<file path="config.mk">
export PLATFORM = sky130hd
export DESIGN_NAME = ldm_stm_ctrl_flat
export DESIGN_NICKNAME = d
export VERILOG_FILES = /design/src/rtl/ldm_ctrl_pkg.sv /design/src/rtl/ldm_stm_ctrl_if.sv /design/src/rtl/ldm_prio_enc.sv /design/src/rtl/ldm_stm_ctrl.sv /design/src/flat_wrapper.sv
export SDC_FILE = /design/constraint.sdc
export NUM_CORES = 1
export LEC_CHECK = 0
export ABC_AREA = 1
export CELL_PAD_IN_SITES_DETAIL_PLACEMENT = 1
export CELL_PAD_IN_SITES_GLOBAL_PLACEMENT = 1
export CORE_AREA = 8 8 143 92
export CTS_BUF_LIST = sky130_fd_sc_hd__clkbuf_8 sky130_fd_sc_hd__clkbuf_16
export CTS_CLUSTER_SIZE = 8
export DETAILED_ROUTE_END_ITERATION = 12
export DIE_AREA = 0 0 151 100
export DONT_BUFFER_PORTS = 1
export GPL_TIMING_DRIVEN = 0
export PLACE_DENSITY = 0.87
export RECOVER_POWER = 25
export SETUP_SLACK_MARGIN = 0.3
export SLEW_MARGIN = 20
export SYNTH_ARGS = -nofsm -noshare
export SYNTH_HDL_FRONTEND = slang
export SYNTH_SLANG_ARGS = --single-unit
</file>
<file path="constraint.sdc">
create_clock -name clk -period 4.9 [get_ports clk]
set_input_delay 0.245 -clock clk [delete_from_list [all_inputs] [get_ports clk]]
set_output_delay 0.245 -clock clk [all_outputs]
set_load 0.01 [all_outputs]
</file>
<file path="src/rtl/ldm_ctrl_pkg.sv">
// ldm_ctrl_pkg: shared constants, state/mode encodings and popcount helper for the LDM/STM sequencer.
package ldm_ctrl_pkg;
   localparam int WORD_BYTES = 4;
   localparam logic [3:0] REG_PC = 4'd15;
   typedef enum logic {IDLE, BUSY} state_t;
   // Mode code is {P, U}
   typedef enum logic [1:0] {DA = 2'b00, IA = 2'b01, DB = 2'b10, IB = 2'b11} mode_t;
   function automatic logic [4:0] popcount16(input logic [15:0] v);
      popcount16 = '0;
      for (int i = 0; i < 16; i++) popcount16 = popcount16 + {4'd0, v[i]};
   endfunction
endpackage

</file>
<file path="src/rtl/ldm_stm_ctrl_if.sv">
// ldm_stm_ctrl_if: instruction-in / transfer-out bundle of the LDM/STM sequencer.
interface ldm_stm_ctrl_if #(parameter int ADDR_W = 32);
   logic              en;
   logic              i_ldm_vld;
   logic              i_ldm_p;
   logic              i_ldm_u;
   logic              i_ldm_l;
   logic [15:0]       i_reglist;
   logic              o_ldm_hold;
   logic              o_ldm_flushreq;
   logic [ADDR_W-1:0] o_ldm_offset;
   logic              o_ldm_mem_vld;
   logic [3:0]        o_ldm_reg_code;
   modport master (
      output en, i_ldm_vld, i_ldm_p, i_ldm_u, i_ldm_l, i_reglist,
      input  o_ldm_hold, o_ldm_flushreq, o_ldm_offset, o_ldm_mem_vld, o_ldm_reg_code
   );
   modport slave (
      input  en, i_ldm_vld, i_ldm_p, i_ldm_u, i_ldm_l, i_reglist,
      output o_ldm_hold, o_ldm_flushreq, o_ldm_offset, o_ldm_mem_vld, o_ldm_reg_code
   );
endinterface

</file>
<file path="src/rtl/ldm_prio_enc.sv">
// ldm_prio_enc: 16-bit lowest-set-bit encoder (index + any-bit-set).
module ldm_prio_enc (
   input  logic [15:0] list,
   output logic [3:0]  idx,
   output logic        vld
);
   always_comb begin
      idx = '0;
      for (int i = 15; i >= 0; i--) if (list[i]) idx = 4'(i);
   end
   assign vld = |list;
endmodule

</file>
<file path="src/rtl/ldm_stm_ctrl.sv">
// ldm_stm_ctrl: LDM/STM micro-sequencer, one register transfer per enabled cycle.
// Define LDM_CTRL_EMPTY_LIST_EN for ARMv4 empty-list behaviour (single r15 transfer, n = 16 offsets).
module ldm_stm_ctrl
   import ldm_ctrl_pkg::*;
#(
   parameter int ADDR_W = 32
) (
   input logic           clk,
   input logic           rst,
   ldm_stm_ctrl_if.slave bus
);
   state_t            state_q, state_d;
   logic [15:0]       rem_q, rem_d;
   logic [ADDR_W-1:0] off_q, off_d;
   logic              l_q, l_d;
   logic [15:0]       in_list, act_list, rest;
   logic [4:0]        n_in;
   logic [ADDR_W-1:0] step, n_bytes, start_off, cur_off;
   logic [3:0]        idx;
   logic              any, accept, busy, show, issue, cur_l;
   mode_t             mode;
`ifdef LDM_CTRL_EMPTY_LIST_EN
   assign in_list = (bus.i_reglist == '0) ? 16'h8000 : bus.i_reglist;
   assign n_in    = (bus.i_reglist == '0) ? 5'd16 : popcount16(bus.i_reglist);
   assign accept  = (state_q == IDLE) & bus.en & bus.i_ldm_vld;
`else
   assign in_list = bus.i_reglist;
   assign n_in    = popcount16(bus.i_reglist);
   assign accept  = (state_q == IDLE) & bus.en & bus.i_ldm_vld & (bus.i_reglist != '0);
`endif
   assign busy      = state_q == BUSY;
   assign mode      = mode_t'({bus.i_ldm_p, bus.i_ldm_u});
   assign step      = ADDR_W'(WORD_BYTES);
   assign n_bytes   = ADDR_W'(n_in) << 2;
   assign start_off = (mode == IA) ? '0 : (mode == IB) ? step : (mode == DA) ? step - n_bytes : -n_bytes;
   assign act_list  = busy ? rem_q : in_list;
   ldm_prio_enc u_enc (.list(act_list), .idx(idx), .vld(any));
   assign rest    = act_list & ~(16'd1 << idx);
   assign cur_off = busy ? off_q : start_off;
   assign cur_l   = busy ? l_q : bus.i_ldm_l;
   assign show    = busy | accept;
   assign issue   = bus.en & any & show;
   always_comb begin
      state_d = state_q;
      rem_d   = rem_q;
      off_d   = off_q;
      l_d     = l_q;
      if (issue) begin
         state_d = (rest != '0) ? BUSY : IDLE;
         rem_d   = rest;
         off_d   = (rest != '0) ? cur_off + step : '0;
         l_d     = cur_l;
      end
   end
   always_ff @(posedge clk or posedge rst) begin
      if (rst) begin
         state_q <= IDLE;
         rem_q   <= '0;
         off_q   <= '0;
         l_q     <= 1'b0;
      end else begin
         state_q <= state_d;
         rem_q   <= rem_d;
         off_q   <= off_d;
         l_q     <= l_d;
      end
   end
   // Outputs are forced low for the whole time reset is asserted, even on an accept cycle
   assign bus.o_ldm_mem_vld  = !rst & issue;
   assign bus.o_ldm_reg_code = (!rst & show) ? idx : '0;
   assign bus.o_ldm_offset   = (!rst & show) ? cur_off : '0;
   assign bus.o_ldm_hold     = !rst & ((issue & (rest != '0)) | (busy & !bus.en));
   assign bus.o_ldm_flushreq = bus.o_ldm_mem_vld & cur_l & (idx == REG_PC);
endmodule

</file>
<file path="src/flat_wrapper.sv">
// flat-port wrapper written by rule: the top's interface ports become plain ports
module ldm_stm_ctrl_flat import ldm_ctrl_pkg::*;
#(
   parameter int ADDR_W = 32
)
  (clk, rst, bus_en, bus_i_ldm_vld, bus_i_ldm_p, bus_i_ldm_u, bus_i_ldm_l, bus_i_reglist, bus_o_ldm_hold, bus_o_ldm_flushreq, bus_o_ldm_offset, bus_o_ldm_mem_vld, bus_o_ldm_reg_code);
  ldm_stm_ctrl_if #(.ADDR_W(ADDR_W)) bus_i ();
  input logic clk;
  input logic rst;
  input wire logic [$bits(bus_i.en)-1:0] bus_en;
  input wire logic [$bits(bus_i.i_ldm_vld)-1:0] bus_i_ldm_vld;
  input wire logic [$bits(bus_i.i_ldm_p)-1:0] bus_i_ldm_p;
  input wire logic [$bits(bus_i.i_ldm_u)-1:0] bus_i_ldm_u;
  input wire logic [$bits(bus_i.i_ldm_l)-1:0] bus_i_ldm_l;
  input wire logic [$bits(bus_i.i_reglist)-1:0] bus_i_reglist;
  output wire logic [$bits(bus_i.o_ldm_hold)-1:0] bus_o_ldm_hold;
  output wire logic [$bits(bus_i.o_ldm_flushreq)-1:0] bus_o_ldm_flushreq;
  output wire logic [$bits(bus_i.o_ldm_offset)-1:0] bus_o_ldm_offset;
  output wire logic [$bits(bus_i.o_ldm_mem_vld)-1:0] bus_o_ldm_mem_vld;
  output wire logic [$bits(bus_i.o_ldm_reg_code)-1:0] bus_o_ldm_reg_code;
  assign bus_i.en = bus_en;
  assign bus_i.i_ldm_vld = bus_i_ldm_vld;
  assign bus_i.i_ldm_p = bus_i_ldm_p;
  assign bus_i.i_ldm_u = bus_i_ldm_u;
  assign bus_i.i_ldm_l = bus_i_ldm_l;
  assign bus_i.i_reglist = bus_i_reglist;
  assign bus_o_ldm_hold = bus_i.o_ldm_hold;
  assign bus_o_ldm_flushreq = bus_i.o_ldm_flushreq;
  assign bus_o_ldm_offset = bus_i.o_ldm_offset;
  assign bus_o_ldm_mem_vld = bus_i.o_ldm_mem_vld;
  assign bus_o_ldm_reg_code = bus_i.o_ldm_reg_code;
  ldm_stm_ctrl #(.ADDR_W(ADDR_W)) u_core (.clk(clk), .rst(rst), .bus(bus_i));
endmodule
</file>
==> flow_summary.html <==
<table>
<tr><th>Metric</th><th>Value</th></tr>
<tr><th colspan="2">Run status</th></tr>
<tr><td>Result of the run</td><td>complete, but fails checks</td></tr>
<tr><td>Violated checks</td><td>setup timing</td></tr>
<tr><th colspan="2">Logic synthesis</th></tr>
<tr><td>Part of the Yosys area used for sequential elements</td><td>0.2843</td></tr>
<tr><td>Distinct cells, synth</td><td>42</td></tr>
<tr><td>Per-instance average area after synthesis</td><td>6.511 um^2</td></tr>
<tr><td>Cell area after synthesis</td><td>~4400 um^2</td></tr>
<tr><td>Largest area contributor in the netlist</td><td>sky130_fd_sc_hd__dfrtp_1</td></tr>
<tr><td>Number of synthesized register bits</td><td>50</td></tr>
<tr><td>Synth async-reset ratio</td><td>1.000</td></tr>
<tr><td>Top post-synthesis cells by area</td><td>sky130_fd_sc_hd__dfrtp_1 (28%), sky130_fd_sc_hd__nand2_1 (16%), sky130_fd_sc_hd__inv_1 (7.9%), sky130_fd_sc_hd__nor2_1 (7.3%), sky130_fd_sc_hd__nand3_1 (6.0%)</td></tr>
<tr><td>Area share of the leading cell type in the synthesized netlist</td><td>0.2843</td></tr>
<tr><td>Total number of yosys warnings</td><td>0</td></tr>
<tr><td>Count of mapped cells out of synthesis</td><td>around 680</td></tr>
<tr><td>Syn nets</td><td>720</td></tr>
<tr><td>Post-synth EDFFs</td><td>0</td></tr>
<tr><td>Most instantiated flip-flop cell in the synthesis netlist</td><td>sky130_fd_sc_hd__dfrtp_1</td></tr>
<tr><th colspan="2">Drt</th></tr>
<tr><td>Total routed wirelength</td><td>26,330 um</td></tr>
<tr><td>Vias</td><td>roughly 5,800</td></tr>
<tr><td>Remaining antenna violation count</td><td>0</td></tr>
<tr><td>Post-DR wirelength/cell</td><td>between 20 and 30 um</td></tr>
<tr><td>Number of search-and-repair iterations in the first detailed-routing pass</td><td>7</td></tr>
<tr><td>Iteration-0 DRC Markers</td><td>around 600</td></tr>
<tr><td>DRC violations left</td><td>0</td></tr>
<tr><td>Via-to-Cell Ratio</td><td>roughly 6.5</td></tr>
<tr><th colspan="2">Layout</th></tr>
<tr><td>Antenna Diode Count</td><td>0</td></tr>
<tr><td>Footprint of the multi-input gates</td><td>approximately 3600 um^2</td></tr>
<tr><td>Non-filler instance count after layout</td><td>about 900</td></tr>
<tr><td>Total area of sequential cells</td><td>1251 um^2</td></tr>
<tr><td>Final Core Density</td><td>0.5842</td></tr>
<tr><td>Most common cell after layout, fill and taps aside</td><td>sky130_fd_sc_hd__nand2_1</td></tr>
<tr><td>FILL cells</td><td>about 1,400</td></tr>
<tr><td>Net count reported at finish</td><td>800</td></tr>
<tr><td>Post-synthesis to final-layout area growth</td><td>45.48%</td></tr>
<tr><td>Most used cells in the layout excluding fill and tap cells</td><td>sky130_fd_sc_hd__nand2_1 (160), sky130_fd_sc_hd__inv_1 (69), sky130_fd_sc_hd__buf_4 (52), sky130_fd_sc_hd__dfrtp_1 (50), sky130_fd_sc_hd__nand3_1 (40)</td></tr>
<tr><td>Share of cells above drive strength 1</td><td>0.3646</td></tr>
<tr><td>Final standard cell area without fillers</td><td>around 6400 um^2</td></tr>
<tr><th colspan="2">Setup path</th></tr>
<tr><td>Startpoint of the lowest-slack register-to-register path</td><td>u_core.busy</td></tr>
<tr><td>Crit-path max FO</td><td>4</td></tr>
<tr><td>Highest cell delay on the worst timing path</td><td>0.53 ns</td></tr>
<tr><td>Arr. time, crit path</td><td>6.22 ns</td></tr>
<tr><td>CP Launch Type</td><td>input pin</td></tr>
<tr><td>Reg2reg setup slack</td><td>~0.28 ns</td></tr>
<tr><td>CP max-delay cell</td><td>sky130_fd_sc_hd__fa_1</td></tr>
<tr><td>Critical Path End Type</td><td>register</td></tr>
<tr><td>Critical path data required time</td><td>around 5.0 ns</td></tr>
<tr><td>Worst-case reg-to-reg path depth</td><td>14</td></tr>
<tr><td>Critical R2R Capture</td><td>u_core.off_q[30]</td></tr>
<tr><td>Critical Setup Path Class</td><td>in -&gt; reg</td></tr>
<tr><th colspan="2">Min path</th></tr>
<tr><td>WHS Path Cells</td><td>2</td></tr>
<tr><td>Worst hold path type</td><td>in -&gt; reg</td></tr>
<tr><td>Hold Crit Start</td><td>bus_i_ldm_l</td></tr>
<tr><td>Worst Hold Endpoint</td><td>u_core.l_q</td></tr>
<tr><th colspan="2">Power and ir drop</th></tr>
<tr><td>Power Density</td><td>656.3 nW/um^2</td></tr>
<tr><td>Leak pwr</td><td>0.003017 uW</td></tr>
<tr><td>Peak supply drop</td><td>0.0004591 V</td></tr>
<tr><th colspan="2">CTS</th></tr>
<tr><td>Clock tree from TritonCTS</td><td>done</td></tr>
<tr><td>Clock sink count</td><td>50</td></tr>
<tr><td>Number of buffers added by the clock tree synthesis step</td><td>5</td></tr>
<tr><td>Clock tree root driver cell</td><td>sky130_fd_sc_hd__clkbuf_16</td></tr>
<tr><td>Max Root-Sink Buffers</td><td>2</td></tr>
<tr><td>CTS clock-pin slew for the worst setup and hold paths</td><td>approximately 0.08 ns</td></tr>
<tr><td>Insertion delay to the later sink of the worst-skew pair</td><td>roughly 0.32 ns</td></tr>
<tr><td>Htree depth</td><td>2</td></tr>
<tr><th colspan="2">Flow run</th></tr>
<tr><td>Number of max-cap violations</td><td>0</td></tr>
<tr><th colspan="2">Global routing</th></tr>
<tr><td>First-pass GRT wire length</td><td>a little over 30,000 um</td></tr>
<tr><td>Remaining global-route overflow</td><td>0</td></tr>
<tr><td>Largest net degree at the start of global routing</td><td>54</td></tr>
<tr><td>Aggregate global-route resource usage</td><td>0.2575</td></tr>
<tr><td>Initial antenna violation count</td><td>0</td></tr>
<tr><td>Via count of the first global-routing pass</td><td>5,432</td></tr>
<tr><th colspan="2">Die</th></tr>
<tr><td>Area of the core</td><td>roughly 11,000 um^2</td></tr>
<tr><td>Starting utilization of the core area</td><td>0.4016</td></tr>
<tr><td>Die Footprint</td><td>15,100 um^2</td></tr>
<tr><td>Number of top-level pins</td><td>62</td></tr>
<tr><td>Die Span Y</td><td>about 100 um</td></tr>
<tr><td>Die width</td><td>roughly 150 um</td></tr>
<tr><td>Num rows</td><td>30</td></tr>
<tr><th colspan="2">Timing</th></tr>
<tr><td>Final cycle utilization of the critical path</td><td>1.240</td></tr>
<tr><td>Final setup violation count</td><td>55</td></tr>
<tr><td>Worst-Margin Slew</td><td>1.414 ns</td></tr>
<tr><td>Final critical-path required period</td><td>just over 6 ns</td></tr>
<tr><td>Post-route worst setup slack</td><td>-1.178 ns</td></tr>
<tr><td>Hold Slack</td><td>about 0.2 ns</td></tr>
<tr><td>Highest attainable clock frequency</td><td>around 160 MHz</td></tr>
<tr><td>Max-slew violation count</td><td>0</td></tr>
<tr><td>Slew headroom</td><td>0.05745</td></tr>
<tr><td>Worst clock skew</td><td>between 0.01 and 0.015 ns</td></tr>
<tr><td>RSZ-0062 raised after global routing</td><td>true</td></tr>
<tr><td>Final setup TNS</td><td>-32.99 ns</td></tr>
<tr><td>Total count of hold-check failures in the final report</td><td>0</td></tr>
<tr><th colspan="2">Placement</th></tr>
<tr><td>Post-placement cell area</td><td>roughly 4800 um^2</td></tr>
<tr><td>Port Buffers</td><td>0</td></tr>
<tr><td>Placed cells</td><td>820</td></tr>
<tr><td>Gp weighted congestion</td><td>roughly 0.95</td></tr>
<tr><td>Post-DP HPWL</td><td>12,120 um</td></tr>
</table>
## worst max-delay path by stage
stage                      from          endpoint  slack [ns]  cells past startpoint
6_report       bus_i_reglist[0]  u_core.off_q[13]       -1.18                     31
5_1_grt        bus_i_reglist[1]  u_core.off_q[13]       -1.19                     31
4_1_cts        bus_i_reglist[0]  u_core.off_q[24]       -0.47                     27
3_5_place_dp   bus_i_reglist[0]  u_core.off_q[30]       -1.15                     26
3_3_place_gp   bus_i_reglist[0]  u_core.off_q[30]       -0.99                     26
2_1_floorplan  bus_i_reglist[0]  u_core.off_q[30]       -0.41                     22
## worst max-delay path: cells and delay by family
| kind | cells | cell delay [ns] |
|---|---|---|
| AO/OA/AOI/OAI | 3 | 0.29 |
| adder cells (fa/ha/maj) | 8 | 3.33 |
| AND/OR/NAND/NOR | 10 | 1.30 |
| XOR/XNOR | 1 | 0.22 |
| buffers and inverters | 9 | 0.79 |
## logic make-up after synthesis
logic type               count (synthesis)  share of synthesized area
adder cells (fa/ha/maj)                 21                    0.07675
AO/OA/AOI/OAI                           76                    0.09721
AND/OR/NAND/NOR                        377                     0.3721
flip-flops                              50                     0.2843
XOR/XNOR                                28                    0.05571
buffers and inverters                  124                     0.1140
## per-layer routing
| layer | routed length, um | up-vias | track usage |
|---|---|---|---|
| li1 | - | 2277 | - |
| met1 | 9631 | 2828 | 0.3259 |
| met2 | 11490 | 517 | 0.4197 |
| met3 | 3091 | 212 | 0.05888 |
| met4 | 2123 | 0 | 0.09614 |
| met5 | 0 | - | 0 |
## layout make-up
type | instances | share of cell area
Clock inverter | 3 | 0.006252
Sequential cell | 50 | 0.1954
Tap cell | 144 | 0.02814
Buffer | 24 | 0.02052
Multi-Input combinational cell | 502 | 0.5643
Clock buffer | 5 | 0.01954
Timing Repair Buffer | 73 | 0.1002
Inverter | 100 | 0.06565
## metrics by stage
stage	total power (uW)	setup WS, ns
6_report	4202	-1.178
5_1_grt	4340	-1.193
4_1_cts	3198	-0.4723
3_5_place_dp	2382	-1.146
3_3_place_gp	2270	-0.9917
2_1_floorplan	1963	-0.4069
## power breakdown
part / internal (uW) / total [uW] / switching [uW]
logic: 1090 / 3010 / 1920
clock network: 241 / 435 / 195
registers: 581 / 760 / 179
## Yosys cell counts, types with 4 or more instances
cell and n:
sky130_fd_sc_hd__nand3_1 53, sky130_fd_sc_hd__o21ai_2 4, sky130_fd_sc_hd__o21ai_1 11, sky130_fd_sc_hd__a21oi_1 5, sky130_fd_sc_hd__ha_1 11, sky130_fd_sc_hd__nand2_1 184
sky130_fd_sc_hd__o21ai_0 43, sky130_fd_sc_hd__xnor2_1 5, sky130_fd_sc_hd__fa_1 10, sky130_fd_sc_hd__nand4_1 14, sky130_fd_sc_hd__nor3_1 12, sky130_fd_sc_hd__or2_1 6
sky130_fd_sc_hd__or2_2 6, sky130_fd_sc_hd__xor2_1 23, sky130_fd_sc_hd__dfrtp_1 50, sky130_fd_sc_hd__inv_2 4, sky130_fd_sc_hd__nor2_1 86, sky130_fd_sc_hd__clkbuf_1 14
sky130_fd_sc_hd__inv_1 93
## flip-flops by register name, summed over array words and instances, names as in the netlist
signal and flops:
u_core.off_q 32, u_core.rem_q 16, u_core.busy 1, u_core.l_q 1
## timing repair
action / CTS / global route
buffers inserted: 29 / 42
gates resized for setup: 102 / 135
hold buffers: 1 / 0
setup endpoints to repair: 54 / 57
pin swaps: 33 / 74
cloned: 1 / 0
endpoints found under the hold margin: 50 / 0
(Power assumes the default switching activity.)
